[config.mk]
export PLATFORM = sky130hd
export DESIGN_NAME = serial_lcd_formatter_flat
export DESIGN_NICKNAME = d
export VERILOG_FILES = /design/src/rtl/serial_lcd_formatter_if.sv /design/src/rtl/serial_lcd_formatter.sv /design/src/flat_wrapper.sv
export SDC_FILE = /design/constraint.sdc
export NUM_CORES = 1
export LEC_CHECK = 0
export CAP_MARGIN = 5
export CORE_MARGIN = 8
export CORE_UTILIZATION = 42
export CTS_BUF_LIST = sky130_fd_sc_hd__clkbuf_4 sky130_fd_sc_hd__clkbuf_8 sky130_fd_sc_hd__clkbuf_16
export DETAILED_ROUTE_END_ITERATION = 7
export PLACE_DENSITY = 0.64
export REMOVE_ABC_BUFFERS = 1
export SYNTH_ARGS = -nofsm -noshare
export SYNTH_HDL_FRONTEND = slang
export SYNTH_SLANG_ARGS = --single-unit
[constraint.sdc]
create_clock -name clk_i -period 4.5 [get_ports clk_i]
set_input_delay 0.45 -clock clk_i [delete_from_list [all_inputs] [get_ports clk_i]]
set_output_delay 0.45 -clock clk_i [all_outputs]
set_load 0.02 [all_outputs]
[src/rtl/serial_lcd_formatter_if.sv]
// Receiver-to-LCD link: byte handshake from the UART receiver and the
// {RS,data} write port towards the character-LCD driver.
interface serial_lcd_formatter_if;
    logic [7:0] rx_data;
    logic       rx_rdy;
    logic       rd_ack;
    logic [8:0] data_out;
    logic       wr_en;

    modport master (
        output rx_data, rx_rdy,
        input  rd_ack, data_out, wr_en
    );

    modport slave (
        input  rx_data, rx_rdy,
        output rd_ack, data_out, wr_en
    );
endinterface

[src/rtl/serial_lcd_formatter.sv]
// Turns received bytes into paced LCD write words, handling CR/LF/BS/FF
// and tracking the cursor with line wrap on a two-row display.
module serial_lcd_formatter #(
    parameter int COLS    = 16,
    parameter int GAP     = 2500,
    parameter int CLR_GAP = 100000
) (
    input  logic                 clk_i,
    input  logic                 rst_i,
    serial_lcd_formatter_if.slave lcd_if,
    output logic [3:0]           col_o,
    output logic                 row_o,
    output logic                 busy_o
);
    typedef enum logic [2:0] {S_INIT, S_IDLE, S_ACK, S_DECODE, S_EMIT, S_WAIT} state_t;

    localparam logic [19:0] GAP_W  = 20'(GAP);
    localparam logic [19:0] CLR_W  = 20'(CLR_GAP);
    localparam logic [4:0]  COLS_W = 5'(COLS);

    state_t      state_q, state_d;
    logic        rdy_meta_q, rdy_s_q;
    logic [7:0]  byte_q, byte_d;
    logic        rd_ack_q;
    logic [8:0]  data_q, data_d;
    logic [19:0] gap_q, gap_d;
    logic [3:0]  col_q, col_d;
    logic        row_q, row_d;
    logic [8:0]  words_q [3];
    logic [8:0]  words_d [3];
    logic [1:0]  cnt_q, cnt_d;
    logic [1:0]  idx_q, idx_d;
    logic [8:0]  head;

    function automatic logic [8:0] addr_word(input logic [3:0] c, input logic r);
        return {1'b0, 8'h80 | (r ? 8'h40 : 8'h00) | {4'h0, c}};
    endfunction

    assign head = words_q[idx_q];

    always_ff @(posedge clk_i) begin
        if (rst_i) begin
            state_q    <= S_INIT;
            rdy_meta_q <= 1'b0;
            rdy_s_q    <= 1'b0;
            byte_q     <= 8'h00;
            rd_ack_q   <= 1'b0;
            data_q     <= 9'h000;
            gap_q      <= 20'd0;
            col_q      <= 4'd0;
            row_q      <= 1'b0;
            cnt_q      <= 2'd0;
            idx_q      <= 2'd0;
            for (int i = 0; i < 3; i++) words_q[i] <= 9'h000;
        end else begin
            state_q    <= state_d;
            rdy_meta_q <= lcd_if.rx_rdy;
            rdy_s_q    <= rdy_meta_q;
            byte_q     <= byte_d;
            // Registered so the acknowledge crossing back to the receiver is glitch-free
            rd_ack_q   <= (state_d == S_ACK);
            data_q     <= data_d;
            gap_q      <= gap_d;
            col_q      <= col_d;
            row_q      <= row_d;
            cnt_q      <= cnt_d;
            idx_q      <= idx_d;
            words_q    <= words_d;
        end
    end

    always_comb begin
        state_d = state_q;
        case (state_q)
            S_INIT:   state_d = S_EMIT;
            S_IDLE:   if (rdy_s_q) state_d = S_ACK;
            S_ACK:    if (!rdy_s_q) state_d = S_DECODE;
            S_DECODE: state_d = (cnt_d == 2'd0) ? S_IDLE : S_EMIT;
            S_EMIT:   state_d = S_WAIT;
            // Leaving at count 1 gives exactly gap+1 cycles between strobes
            S_WAIT:   if (gap_q <= 20'd1) state_d = (idx_q < cnt_q) ? S_EMIT : S_IDLE;
            default:  state_d = S_INIT;
        endcase
    end

    always_comb begin
        byte_d  = byte_q;
        data_d  = data_q;
        gap_d   = gap_q;
        col_d   = col_q;
        row_d   = row_q;
        cnt_d   = cnt_q;
        idx_d   = idx_q;
        words_d = words_q;
        case (state_q)
            S_INIT: begin
                words_d[0] = 9'h001;
                cnt_d      = 2'd1;
                idx_d      = 2'd0;
            end
            S_IDLE: if (rdy_s_q) byte_d = lcd_if.rx_data;
            S_DECODE: begin
                cnt_d = 2'd0;
                idx_d = 2'd0;
                if (byte_q >= 8'h20 && byte_q <= 8'h7E) begin
                    words_d[0] = {1'b1, byte_q};
                    cnt_d      = 2'd1;
                    if ({1'b0, col_q} + 5'd1 == COLS_W) begin
                        col_d      = 4'd0;
                        row_d      = ~row_q;
                        words_d[1] = addr_word(4'd0, ~row_q);
                        cnt_d      = 2'd2;
                    end else begin
                        col_d = col_q + 4'd1;
                    end
                end else begin
                    case (byte_q)
                        8'h0D: begin
                            col_d      = 4'd0;
                            words_d[0] = addr_word(4'd0, row_q);
                            cnt_d      = 2'd1;
                        end
                        8'h0A: begin
                            col_d      = 4'd0;
                            row_d      = ~row_q;
                            words_d[0] = addr_word(4'd0, ~row_q);
                            cnt_d      = 2'd1;
                        end
                        8'h08: if (col_q != 4'd0) begin
                            col_d      = col_q - 4'd1;
                            words_d[0] = addr_word(col_q - 4'd1, row_q);
                            words_d[1] = 9'h120;
                            words_d[2] = addr_word(col_q - 4'd1, row_q);
                            cnt_d      = 2'd3;
                        end
                        8'h0C: begin
                            col_d      = 4'd0;
                            row_d      = 1'b0;
                            words_d[0] = 9'h001;
                            cnt_d      = 2'd1;
                        end
                        default: ;
                    endcase
                end
            end
            S_EMIT: begin
                data_d = head;
                gap_d  = (head == 9'h001) ? CLR_W : GAP_W;
                idx_d  = idx_q + 2'd1;
            end
            S_WAIT: if (gap_q != 20'd0) gap_d = gap_q - 20'd1;
            default: ;
        endcase
    end

    always_comb begin
        lcd_if.wr_en    = (state_q == S_EMIT);
        lcd_if.data_out = (state_q == S_EMIT) ? head : data_q;
        lcd_if.rd_ack   = rd_ack_q;
        busy_o          = (state_q != S_IDLE);
        col_o           = col_q;
        row_o           = row_q;
    end
endmodule
[src/flat_wrapper.sv]
// flat-port wrapper written by rule: the top's interface ports become plain ports
module serial_lcd_formatter_flat 
#(
    parameter int COLS    = 16,
    parameter int GAP     = 2500,
    parameter int CLR_GAP = 100000
)
  (clk_i, rst_i, col_o, row_o, busy_o, lcd_if_rx_data, lcd_if_rx_rdy, lcd_if_rd_ack, lcd_if_data_out, lcd_if_wr_en);
  serial_lcd_formatter_if lcd_if_i ();
  input  logic clk_i;
  input  logic rst_i;
  output logic [3:0] col_o;
  output logic row_o;
  output logic busy_o;
  input wire logic [$bits(lcd_if_i.rx_data)-1:0] lcd_if_rx_data;
  input wire logic [$bits(lcd_if_i.rx_rdy)-1:0] lcd_if_rx_rdy;
  output wire logic [$bits(lcd_if_i.rd_ack)-1:0] lcd_if_rd_ack;
  output wire logic [$bits(lcd_if_i.data_out)-1:0] lcd_if_data_out;
  output wire logic [$bits(lcd_if_i.wr_en)-1:0] lcd_if_wr_en;
  assign lcd_if_i.rx_data = lcd_if_rx_data;
  assign lcd_if_i.rx_rdy = lcd_if_rx_rdy;
  assign lcd_if_rd_ack = lcd_if_i.rd_ack;
  assign lcd_if_data_out = lcd_if_i.data_out;
  assign lcd_if_wr_en = lcd_if_i.wr_en;
  serial_lcd_formatter #(.COLS(COLS), .GAP(GAP), .CLR_GAP(CLR_GAP)) u_core (.clk_i(clk_i), .rst_i(rst_i), .lcd_if(lcd_if_i), .col_o(col_o), .row_o(row_o), .busy_o(busy_o));
endmodule
* After elaboration in Yosys (flattened, before gate mapping) *
Index checks and enable logic that the tools add are counted.

storage, ports and cells
  register bits = 78
  bits of input ports = 11
  output and inout port bits = 17
  logic and storage cells = 101

operators by class
  $add $sub $neg = 5
  magnitude comparators = 5
  eq/ne operators = 18
  muxes and demuxes = 34
  bitwise logic cells = 4
  reductions and logical operators = 21

operator list
  operator                 count
  $pmux W20 S2             1
  $mux W18                 2
  $mux W9                  4
  $pmux W9 S4              1
  $eq A8 B4 Y1 const B     4
  $mux W27                 1
  $le A20 B1 Y1 const B    1
  $mux W20                 1
  $reduce_bool A20 Y1      1
  $sub A20 B1 Y20 const B  1
  $bmux W9 S2              1
  $pmux W3 S6              1
  $pmux W9 S2              1
  $mux W17                 1
  $mux W3                  5
  $mux W7                  2
  $mux W4                  3
  $pmux W2 S2              3
  $reduce_bool A2 Y1       5
  $eq A3 B2 Y1 const B     3
  $eq A9 B1 Y1 const B     1
  $reduce_and A3 Y1        3
  $ge A8 B6 Y1 const B     1
  $le A8 B7 Y1 const B     1
  other kinds (30)         39

* Depth between registers and ports, before layout *
  word-level depth = 9
  gate-level depth with buffers = 9
  depth with buffers taken out = 7

* Worst setup path before layout *
OpenSTA, ideal clock, no wires.

  path kind = reg-to-output
  start = reg u_core.state_q[2]
  end = out lcd_if_data_out[4]
  arrival time = 1.848 ns
  required time = 4.050 ns
  setup slack = 2.202 ns
  cell stages (with the launch flop) = 5
  buffers on the path = 2
  cell sequence = dfxtp_1 -> or3b_1 -> clkbuf_1 -> clkbuf_1 -> o41ai_1

on the way
  longest elaborated chain between the ends = 2

RTL lines
  what                    line                         RTL
  from (decl)             serial_lcd_formatter.sv:21   state_t state_q, state_d;
  from (signal assigned)  serial_lcd_formatter.sv:56   state_q <= state_d;
  $eq A3 B3 Y1            serial_lcd_formatter.sv:158  lcd_if.data_out = (state_q == S_EMIT) ? head : data_q;
  $mux W9                 serial_lcd_formatter.sv:158
  to (decl)               flat_wrapper.sv:18           output wire logic [$bits(lcd_if_i.data_out)-1:0] lcd_if_data_out;

Every way passes these cells.

* Final worst setup path *
Ends and elaborated chain as after synthesis.

==> flow_summary.ini <==
[clock_tree]
clkLatencyLatePin_ns = 0.35
cts.clk_slew.worst_paths_ns = 0.07
post_cts_buffers = 0
root_buffer = clkbuf_8
clock_path_buffers = 2
htreeDepth = 3
post_cts_resized = 0
cts_hold_buf = 0
cts_sinks = 70
numCtsBuffers = 9
cts_tree = built

[layout]
syn_to_final_growth_pct = 12.6
final_util_pct = 48.7
nets = 488
final_cells = 583
diodes = 0
drive_above_1_share_pct = 7.79
stdcell_area_um2 = 4240

[placed_design]
post-place-ws_ns = 1.58
dp_hpwl_um = 6540
dp.cells = 568
gp_congestion = 0.859
portBuffers = 27
placed_area_um2 = 4070

[floorplanning]
ios = 28
chipHeight_um = 111
start_util_pct = 43.2
fp-row-count = 34
core_area_um2 = 8720
dieWidth_um = 111
die_area_um2 = 12300

[timing]
slew_violations = 0
rsz0062_at_grt = no
relSlewSlack_pct = 46.7
post-route-min-period_ns = 3.25
fin_skew_ns = 0.00891
setup-tns-final_ns = 0
finalHoldViolations = 0
fmax_ghz = 0.308
timing.final.ws_setup_ns = 1.25
post-route-period-util_pct = 72.1
setup_viol = 0
tightest_slew_ns = 0.798
holdWs_ns = 0.438

[logic_synthesis]
syn_inst = 458
yosys_most_used_dff = dfxtp_1
ys_ff_latch = 70
synth_seq_area_share_pct = 37.2
avgSynthCellArea_um2 = 8.23
synth_cell_types = 62
yosys_warnings = 0
synth_area_um2 = 3770
synth_edf_count = 0
synthArstFlopShare_pct = 0

[global_routing]
grt_pass1_wl_um = 15900
antenna_found_initial = 0
use_met1_pct = 20.3
grt-busiest-layer = met2
first_global_vias = 3242
globalRouteMet3Util_pct = 4.38
grt_use_total_pct = 15.4
grt_use_met2_pct = 23.2
overflow = 0
grt_max_degree = 44

[critical_path]
worstSetupPathType = register to primary output
critPathMaxFanout = 24
critPathCaptureType = primary output
crit_required_ns = 4.05
cp.arrival_ns = 2.80
startpoint_type = register

[detailed_routing]
drt_drc_violations_left = 0
routed_wl_um = 9430
vias_per_cell = 5.93
drt-pass1-iter-count = 5
dr.first_iter.drc_count = 260
via_count = 3458
ant_nets = 0
post_drt_wl_per_cell_um = 16.2

[run_status]
outcome = finished clean

[power_and_ir_drop]
power_mw = 1.56
peakVddDrop_v = 0.000165
p_per_area_nw_per_um2 = 369
leakage_nw = 1.53

[hold_path]
hold_path_class = register to register

[run]
max_cap_violations = 0
cells by family (layout without fill, tap and decap cells):
logic type | after synthesis | in the layout | share of synthesized area, %
buffers and inverters | 42 | 59 | 4.68
AOI/OAI and AO/OA | 124 | 124 | 22.7
muxes | 23 | 23 | 6.17
adders and majority gates | 6 | 6 | 1.99
xor gates and xnor gates | 4 | 4 | 0.929
DFF | 70 | 70 | 37.2
and+or+nand+nor | 189 | 189 | 26.3
synthesized netlist by cell type (3+ instances only):
master / instances / area share (%)
a211o_1: 3 / 0.70
a211oi_1: 8 / 1.6
a21o_1: 7 / 1.4
a21oi_1: 30 / 4.0
a311oi_1: 4 / 0.93
a31oi_1: 3 / 0.50
a32o_1: 4 / 1.1
and2_1: 12 / 2.0
and3_1: 5 / 0.83
buf_2: 3 / 0.40
clkbuf_1: 21 / 2.1
dfxtp_1: 70 / 37
ha_1: 6 / 2.0
inv_1: 14 / 1.4
mux2i_1: 21 / 5.6
nand2_1: 41 / 4.1
nand2b_1: 6 / 1.0
nand3_1: 11 / 1.5
nand4_1: 7 / 1.2
nor2_1: 43 / 4.3
nor2b_1: 6 / 1.0
nor3_1: 13 / 1.7
nor3b_1: 4 / 0.80
nor4_1: 9 / 1.5
o211ai_1: 4 / 0.80
o21ai_0: 20 / 2.7
o31ai_1: 14 / 2.8
o32ai_1: 3 / 0.70
or2_2: 8 / 1.3
or3_1: 7 / 1.2
or4_1: 7 / 1.4
xnor2_1: 4 / 0.93
worst paths after layout:
path / startpoint / slack [ns] / cells past startpoint / endpoint
setup / recovery: u_core.state_q[2] / 1.25 / 3 / lcd_if_data_out[4]
setup reg to reg: u_core.state_q[2] / 1.71 / 5 / u_core.gap_q[15]
hold reg to reg: u_core.rdy_meta_q / 0.44 / 1 / u_core.rdy_s_q
hold / removal: u_core.rdy_meta_q / 0.44 / 1 / u_core.rdy_s_q
power breakdown:
part           total [mW]  switching (mW)  internal [mW]
clock network       0.464           0.240          0.224
registers           0.712          0.0541          0.658
logic               0.388           0.240          0.148
total                1.56           0.534           1.03
critical path: stages, from the launching register on:
cell	delay [ns]
dfxtp_1	0.59
or3b_1	0.73
o41ai_1	0.44
clkdlybuf4s50_1	0.68
layout by cell type (no fill, tap or decap), types with 5 or more instances in the layout:
cell type / instances
o21ai_0: 20
nand2_1: 41
o31ai_1: 14
and2_1: 12
a21oi_1: 30
or3_1: 7
nor3_1: 13
mux2i_1: 21
a211oi_1: 8
clkdlybuf4s50_1: 27
nand2b_1: 6
or2_2: 8
nand3_1: 11
nor2_1: 43
or4_1: 7
a21o_1: 7
clkbuf_8: 11
dfxtp_1: 70
inv_1: 14
nor2b_1: 6
nor4_1: 9
ha_1: 6
nand4_1: 7
and3_1: 5
layout make-up:
class / count / area [um2]
well taps: 108 / 135
fillers: 844 / 4480
repair buffers: 29 / 285
multi-input cells: 346 / 2190
clock buffers: 11 / 151
clock inverters: 4 / 22.5
inverters: 15 / 56.3
flip-flops and latches: 70 / 1400
layer usage:
layer	wire, um	vias up
met1	4680	1641
li1	-	1712
met2	4160	92
met5	0	-
met3	474	13
met4	119	0
sequential cells by signal (all words and copies together), names as in the netlist:
signal                count
u_core.rdy_meta_q         1
u_core.col_o              4
u_core.state_q            3
u_core.row_o              1
u_core.lcd_if.rd_ack      1
u_core.cnt_q              2
u_core.byte_q             8
u_core.words_q           18
u_core.gap_q             20
u_core.rdy_s_q            1
u_core.data_q             9
u_core.idx_q              2
Power figures use the tool's default switching activity.
